`src/rtl/ddr_burst_fill.sv`:
```
// Purpose: burst-read a linear DDR region and push each returned word into a 64-deep queue.
// Latency: io_ddr_valid -> io_fifo_enq_valid is combinational (0 cycles); next request >= 2 cycles after accept.
// Backpressure: a burst is issued only when queue count + outstanding + burst fits; io_ddr_rd held through wait_req.
// Ports: clock/reset_n; io_start/io_base_addr/io_num_words/io_flush job control; io_busy/io_done/io_overflow status;
//        io_ddr_* burst request and returned data; io_fifo_enq_* queue enqueue port, io_fifo_count queue occupancy.
module ddr_burst_fill #(
  parameter int DATA_WIDTH  = 64,
  parameter int ADDR_WIDTH  = 32,
  parameter int BURST_LEN   = 16,
  parameter int FIFO_DEPTH  = 64,
  parameter int COUNT_WIDTH = 7
) (
  input  logic                   clock,
  input  logic                   reset_n,
  input  logic                   io_start,
  input  logic [ADDR_WIDTH-1:0]  io_base_addr,
  input  logic [19:0]            io_num_words,
  input  logic                   io_flush,
  output logic                   io_busy,
  output logic                   io_done,
  output logic                   io_overflow,
  output logic                   io_ddr_rd,
  output logic [ADDR_WIDTH-1:0]  io_ddr_addr,
  output logic [7:0]             io_ddr_burst_length,
  input  logic                   io_ddr_wait_req,
  input  logic                   io_ddr_valid,
  input  logic [DATA_WIDTH-1:0]  io_ddr_dout,
  output logic                   io_fifo_enq_valid,
  output logic [DATA_WIDTH-1:0]  io_fifo_enq_bits,
  input  logic                   io_fifo_enq_ready,
  input  logic [COUNT_WIDTH-1:0] io_fifo_count
);

  localparam int                    BYTES_PER_WORD = DATA_WIDTH / 8;
  localparam logic [19:0]           BURST_LEN_R    = 20'(BURST_LEN);
  localparam logic [7:0]            BURST_LEN_B    = 8'(BURST_LEN);
  localparam logic [COUNT_WIDTH:0]  DEPTH_C        = (COUNT_WIDTH + 1)'(FIFO_DEPTH);
  localparam logic [ADDR_WIDTH-1:0] ALIGN_MASK     = ~ADDR_WIDTH'(BYTES_PER_WORD - 1);

  typedef enum logic [2:0] {
    S_IDLE, S_CHECK, S_REQ, S_DRAIN, S_DISCARD, S_DONE
  } state_t;

  state_t                 state, state_nxt;
  logic [ADDR_WIDTH-1:0]  addr;
  logic [19:0]            remaining;
  logic [COUNT_WIDTH-1:0] outstanding;
  logic [7:0]             burst;
  logic                   overflow;
  logic                   flush_pend;

  logic [7:0]             burst_calc;
  logic [COUNT_WIDTH:0]   credit_need;
  logic                   room;
  logic                   accept;
  logic                   discard;
  logic                   ret_word;
  logic [COUNT_WIDTH-1:0] out_add;
  logic [COUNT_WIDTH-1:0] out_sub;

  // Credit test is done one bit wider than the counters so a full queue plus a
  // full burst cannot wrap and look like it fits.
  always_comb begin
    burst_calc  = (remaining >= BURST_LEN_R) ? BURST_LEN_B : remaining[7:0];
    credit_need = {1'b0, io_fifo_count} + {1'b0, outstanding} + (COUNT_WIDTH + 1)'(burst_calc);
    room        = (credit_need <= DEPTH_C);
    accept      = (state == S_REQ) && !io_ddr_wait_req;
    // A flush seen while a request is pending must drop data from then on,
    // even though the FSM only reaches DISCARD once the request is accepted.
    discard     = (state == S_DISCARD) || flush_pend;
    ret_word    = io_ddr_valid && (outstanding != '0);
    out_add     = accept   ? COUNT_WIDTH'(burst) : '0;
    out_sub     = ret_word ? COUNT_WIDTH'(1)     : '0;
  end

  // State register
  always_ff @(posedge clock or negedge reset_n) begin
    if (!reset_n) state <= S_IDLE;
    else          state <= state_nxt;
  end

  // Next-state logic
  always_comb begin
    state_nxt = state;
    unique case (state)
      S_IDLE:    if (io_start) state_nxt = (io_num_words == '0) ? S_DONE : S_CHECK;
      S_CHECK: begin
        if (io_flush)                state_nxt = S_DISCARD;
        else if (remaining == '0)    state_nxt = S_DRAIN;
        else if (room)               state_nxt = S_REQ;
      end
      S_REQ:     if (accept) state_nxt = (io_flush || flush_pend) ? S_DISCARD : S_CHECK;
      S_DRAIN: begin
        if (io_flush)                state_nxt = S_DISCARD;
        else if (outstanding == '0)  state_nxt = S_DONE;
      end
      S_DISCARD: if (outstanding == '0) state_nxt = S_IDLE;
      S_DONE:    state_nxt = S_IDLE;
      default:   state_nxt = S_IDLE;
    endcase
  end

  // Output logic
  always_comb begin
    io_busy           = (state != S_IDLE);
    io_done           = (state == S_DONE);
    io_ddr_rd         = (state == S_REQ);
    io_fifo_enq_valid = io_ddr_valid && !discard;
  end

  assign io_ddr_addr         = addr;
  assign io_ddr_burst_length = burst;
  assign io_fifo_enq_bits    = io_ddr_dout;
  assign io_overflow         = overflow;

  // Job address / length bookkeeping; burst is frozen while REQ is held.
  always_ff @(posedge clock or negedge reset_n) begin
    if (!reset_n) begin
      addr      <= '0;
      remaining <= '0;
      burst     <= '0;
    end else if ((state == S_IDLE) && io_start) begin
      addr      <= io_base_addr & ALIGN_MASK;
      remaining <= io_num_words;
    end else if (state == S_CHECK) begin
      burst     <= burst_calc;
    end else if (accept) begin
      addr      <= addr + ADDR_WIDTH'(burst) * ADDR_WIDTH'(BYTES_PER_WORD);
      remaining <= remaining - 20'(burst);
    end
  end

  // Outstanding words, flush memory and sticky overflow.
  always_ff @(posedge clock or negedge reset_n) begin
    if (!reset_n) begin
      outstanding <= '0;
      flush_pend  <= 1'b0;
      overflow    <= 1'b0;
    end else begin
      outstanding <= outstanding + out_add - out_sub;
      flush_pend  <= (state == S_REQ) && !accept && (flush_pend || io_flush);
      if (io_fifo_enq_valid && !io_fifo_enq_ready) overflow <= 1'b1;
    end
  end

endmodule

```
`config.mk`:
```
export PLATFORM = sky130hd
export DESIGN_NAME = ddr_burst_fill
export DESIGN_NICKNAME = d
export VERILOG_FILES = /design/src/rtl/ddr_burst_fill.sv
export SDC_FILE = /design/constraint.sdc
export NUM_CORES = 1
export LEC_CHECK = 0
export BUFFER_PORTS_ARGS = -buffer_cell sky130_fd_sc_hd__buf_4
export CORE_MARGIN = 1
export CORE_UTILIZATION = 49
export CTS_CLUSTER_SIZE = 8
export DETAILED_ROUTE_END_ITERATION = 10
export PLACE_DENSITY_LB_ADDON = 0.05
export SLEW_MARGIN = 10
export SYNTH_ARGS = -nofsm -noshare
export SYNTH_HDL_FRONTEND = slang
export SYNTH_SLANG_ARGS = --single-unit
```
`constraint.sdc`:
```
create_clock -name clock -period 4.9 [get_ports clock]
set_input_delay 0.735 -clock clock [delete_from_list [all_inputs] [get_ports clock]]
set_output_delay 0.735 -clock clock [all_outputs]
set_load 0.02 [all_outputs]
```
==> impl_metrics.csv <==
group,metric,value,unit
status,status,"finished clean",
setup_path,critPathLaunchType,"flop",
yosys,synth_seq_cells,69,
sta,skew,0.0114,ns
sta,worstMarginPinSlew,0.897,ns
final_layout,nets,834,
setup_path,worst-setup-path-type,"reg2reg",
detailed_routing,drtIter0Drc,196,
power_and_ir_drop,powerDensity,604,nW/um2
yosys,async_reset_ff_share,100,%
grt,grt_usage,23.2,%
yosys,synth_cell_types,63,
setup_path,ff2ff_setup_slack,0.51,ns
final_layout,seq_area,1730,um2
final_layout,multi_input_area,2920,um2
die,fp.coreArea,10500,um2
detailed_routing,dr.pass1.iters,4,
clocking,holdBufCountCts,0,
final_layout,n_fill_cell,974,
grt,grt_overflow_total,0,
yosys,syn_avg_cell_area,8.68,um2
power_and_ir_drop,finalPower,3660,uW
die,start_util,51.4,%
yosys,ys_warn_count,0,
clocking,path_clk_slew,0.08,ns
power_and_ir_drop,leakage,0.00270,uW
setup_path,crit_slowest_cell,"a2111o_1",
clocking,numCtsBuffers,9,
setup_path,path_cells,"or3_4, nor4_4, nand2b_2, nor4_4, inv_1, nor2_1, fa_1, ha_1, inv_1, fa_1, nand2b_1, a21oi_1, xnor2_1, nand3_1, a2111o_1, a31o_2, o32ai_1",
sta,period_needed,4.39,ns
power_and_ir_drop,vdd_drop_max,272,uV
yosys,netlist_instances,619,
sta,slew_viol_final,0,
grt,grt_pass1_wl,21.0,mm
die,rows,37,
die,io_pins,239,
final_layout,antenna_cells,0,
sta,period_share,89.6,%
detailed_routing,via_per_inst,5.40,
clocking,cts_setup_buffers,0,
detailed_routing,route.antenna.remaining_nets,0,
yosys,synth_edf_count,0,
detailed_routing,drc_errors,0,
yosys,yosysSeqAreaShare,32.1,%
clocking,root_buffer,"clkbuf_8",
final_layout,syn2layout_area_growth,12.7,%
detailed_routing,wl_per_cell,15.9,um
sta,fin_tns_setup,0,ns
sta,fmax,228,MHz
grt,grt_pass1_vias,4328,
clocking,cts_max_level,3,
sta,relSlewSlack,40.2,%
clocking,tritoncts,"done",
die,die_w,107,um
grt,grt_max_degree,70,
clocking,cts_buffer_depth,2,
final_layout,drive_above_1_share,22.0,%
clocking,clock_sinks,69,
setup_path,worstPathMaxFanout,5,
setup_path,critPathArrivalTime,4.63,ns
detailed_routing,vias,4319,
clocking,clk_latency,0.34,ns
clocking,cts-resized-gates,0,
detailed_routing,wl,12.7,mm
placed_design,dp_hpwl,9.82,mm
worst_hold_path,hp-class,"reg2reg",
setup_path,critPathCaptureType,"flop",
sta,setup_viol,0,
placed_design,gp_congestion,0.853,
sta,rsz0062_at_grt,"false",
setup_path,critPathRequiredTime,5.14,ns
yosys,yosys_most_used_dff,"dfrtp_1",
placed_design,portBuffers,104,
grt,antenna_found_initial,0,
setup_path,cpPeakStageDelay,0.43,ns
yosys,netlist_area,5380,um2
flow_run,cap_violations,0,
die,die_h,107,um
sta,hold_viol_final,0,
die,die-area,11400,um2
==> cell type report <==
type                    count  share of cell area, %
clock inverters             5                   1.76
clock buffers              11                   2.50
flip-flops and latches     69                   28.5
well taps                 136                   2.81
multi-input cells         426                   48.2
inverters                  44                   2.73
repair buffers            109                   13.5
==> registers in the layout, summed over array words and instances, names as in the netlist <==
signal / cells
state: 3
flush_pend: 1
io_ddr_burst_length: 8
io_overflow: 1
outstanding: 7
io_ddr_addr: 29
remaining: 20
==> routing by layer <==
layer / track usage (%) / vias up / wire (um)
met5: 0 / - / 0
met4: 7.44 / 0 / 258
met3: 2.92 / 47 / 661
met2: 36.8 / 121 / 5840
met1: 32.8 / 2030 / 5940
li1: - / 2121 / -
==> metrics by stage <==
stage                     utilization (%)  hold slack [ns]  instance area [um2]  instances  setup WS (ns)
after floorplan                         -            0.439                 5390        623          0.925
after global placement               55.4            0.441                 5800        784          0.646
after detailed placement             55.4            0.448                 5800        784          0.558
after CTS                            57.9            0.467                 6060        800          0.514
after global routing                 57.9            0.485                 6060        800          0.179
final                                57.9            0.464                 6060        800          0.509
==> cells in the final DEF, fill, tap and decap left out, types with 3 or more instances in the layout <==
master / Yosys / layout
and3_1: 4 / 4
dfrtp_1: 69 / 69
o31ai_1: 5 / 5
ha_1: 34 / 34
nor2b_1: 6 / 6
a31oi_1: 7 / 7
inv_1: 43 / 43
a21oi_1: 35 / 35
a21o_1: 7 / 7
and4_1: 3 / 3
conb_1: 1 / 5
nor3_1: 8 / 8
nor2_1: 46 / 46
and2_1: 6 / 5
nor4_1: 13 / 13
bufinv_16: 0 / 3
o21bai_1: 3 / 3
nand3_1: 4 / 4
nand2_1: 73 / 73
and2_2: 2 / 3
clkbuf_8: 1 / 11
o21ai_0: 45 / 45
xnor2_1: 27 / 27
nand4_1: 5 / 5
xor2_1: 20 / 20
buf_4: 68 / 109
mux2_2: 4 / 4
nand2b_1: 4 / 4
fa_1: 11 / 11
or4_1: 4 / 4
==> power breakdown <==
group,leakage (uW),switching [uW],internal [uW],total (uW)
sequential,0.000839,292,821,1110
clock,0.000126,227,367,594
combinational,0.00174,1070,887,1950
==> cells by family after synthesis <==
| family | after synthesis | synth area share [%] |
|---|---|---|
| AOI/OAI and AO/OA | 127 | 14.4 |
| xor gates and xnor gates | 47 | 7.66 |
| adders and majority gates | 45 | 12.0 |
| buffers and inverters | 128 | 13.9 |
| DFF | 69 | 32.1 |
| muxes | 6 | 1.21 |
| other | 1 | 0.0698 |
| and+or+nand+nor | 196 | 18.6 |
==> path summary, 6_finish.rpt <==
check | start | end | depth (start not counted)
max | remaining[12] | state[2] | 17
min | io_overflow | io_overflow | 1
max reg2reg | remaining[12] | state[2] | 17
min reg2reg | io_overflow | io_overflow | 1
max in group asynchronous | reset_n | io_ddr_burst_length[4] | 1
min in group asynchronous | reset_n | io_overflow | 1
==> worst max-delay path: cells and delay by family, from the launching register on <==
family,cells,cell delay (ns)
AO/OA/AOI/OAI,4,1.27
XOR/XNOR,1,0.16
adder cells (fa/ha/maj),3,0.77
buffers and inverters,2,0.23
flip-flops,1,0.42
AND/OR/NAND/NOR,7,1.42
==> cells in the mapped netlist (5+ instances only) <==
cell / n / area share [%]
nand2_1: 73 / 5.1
dfrtp_1: 69 / 32
buf_4: 68 / 9.5
nor2_1: 46 / 3.2
o21ai_0: 45 / 4.2
inv_1: 43 / 3.0
a21oi_1: 35 / 3.3
ha_1: 34 / 7.9
xnor2_1: 27 / 4.4
xor2_1: 20 / 3.3
clkbuf_1: 13 / 0.91
nor4_1: 13 / 1.5
fa_1: 11 / 4.1
nor3_1: 8 / 0.74
a21o_1: 7 / 0.98
a31oi_1: 7 / 0.81
and2_1: 6 / 0.70
nor2b_1: 6 / 0.70
nand4_1: 5 / 0.58
o31ai_1: 5 / 0.70
No activity file was read; power rests on OpenSTA's default activity.
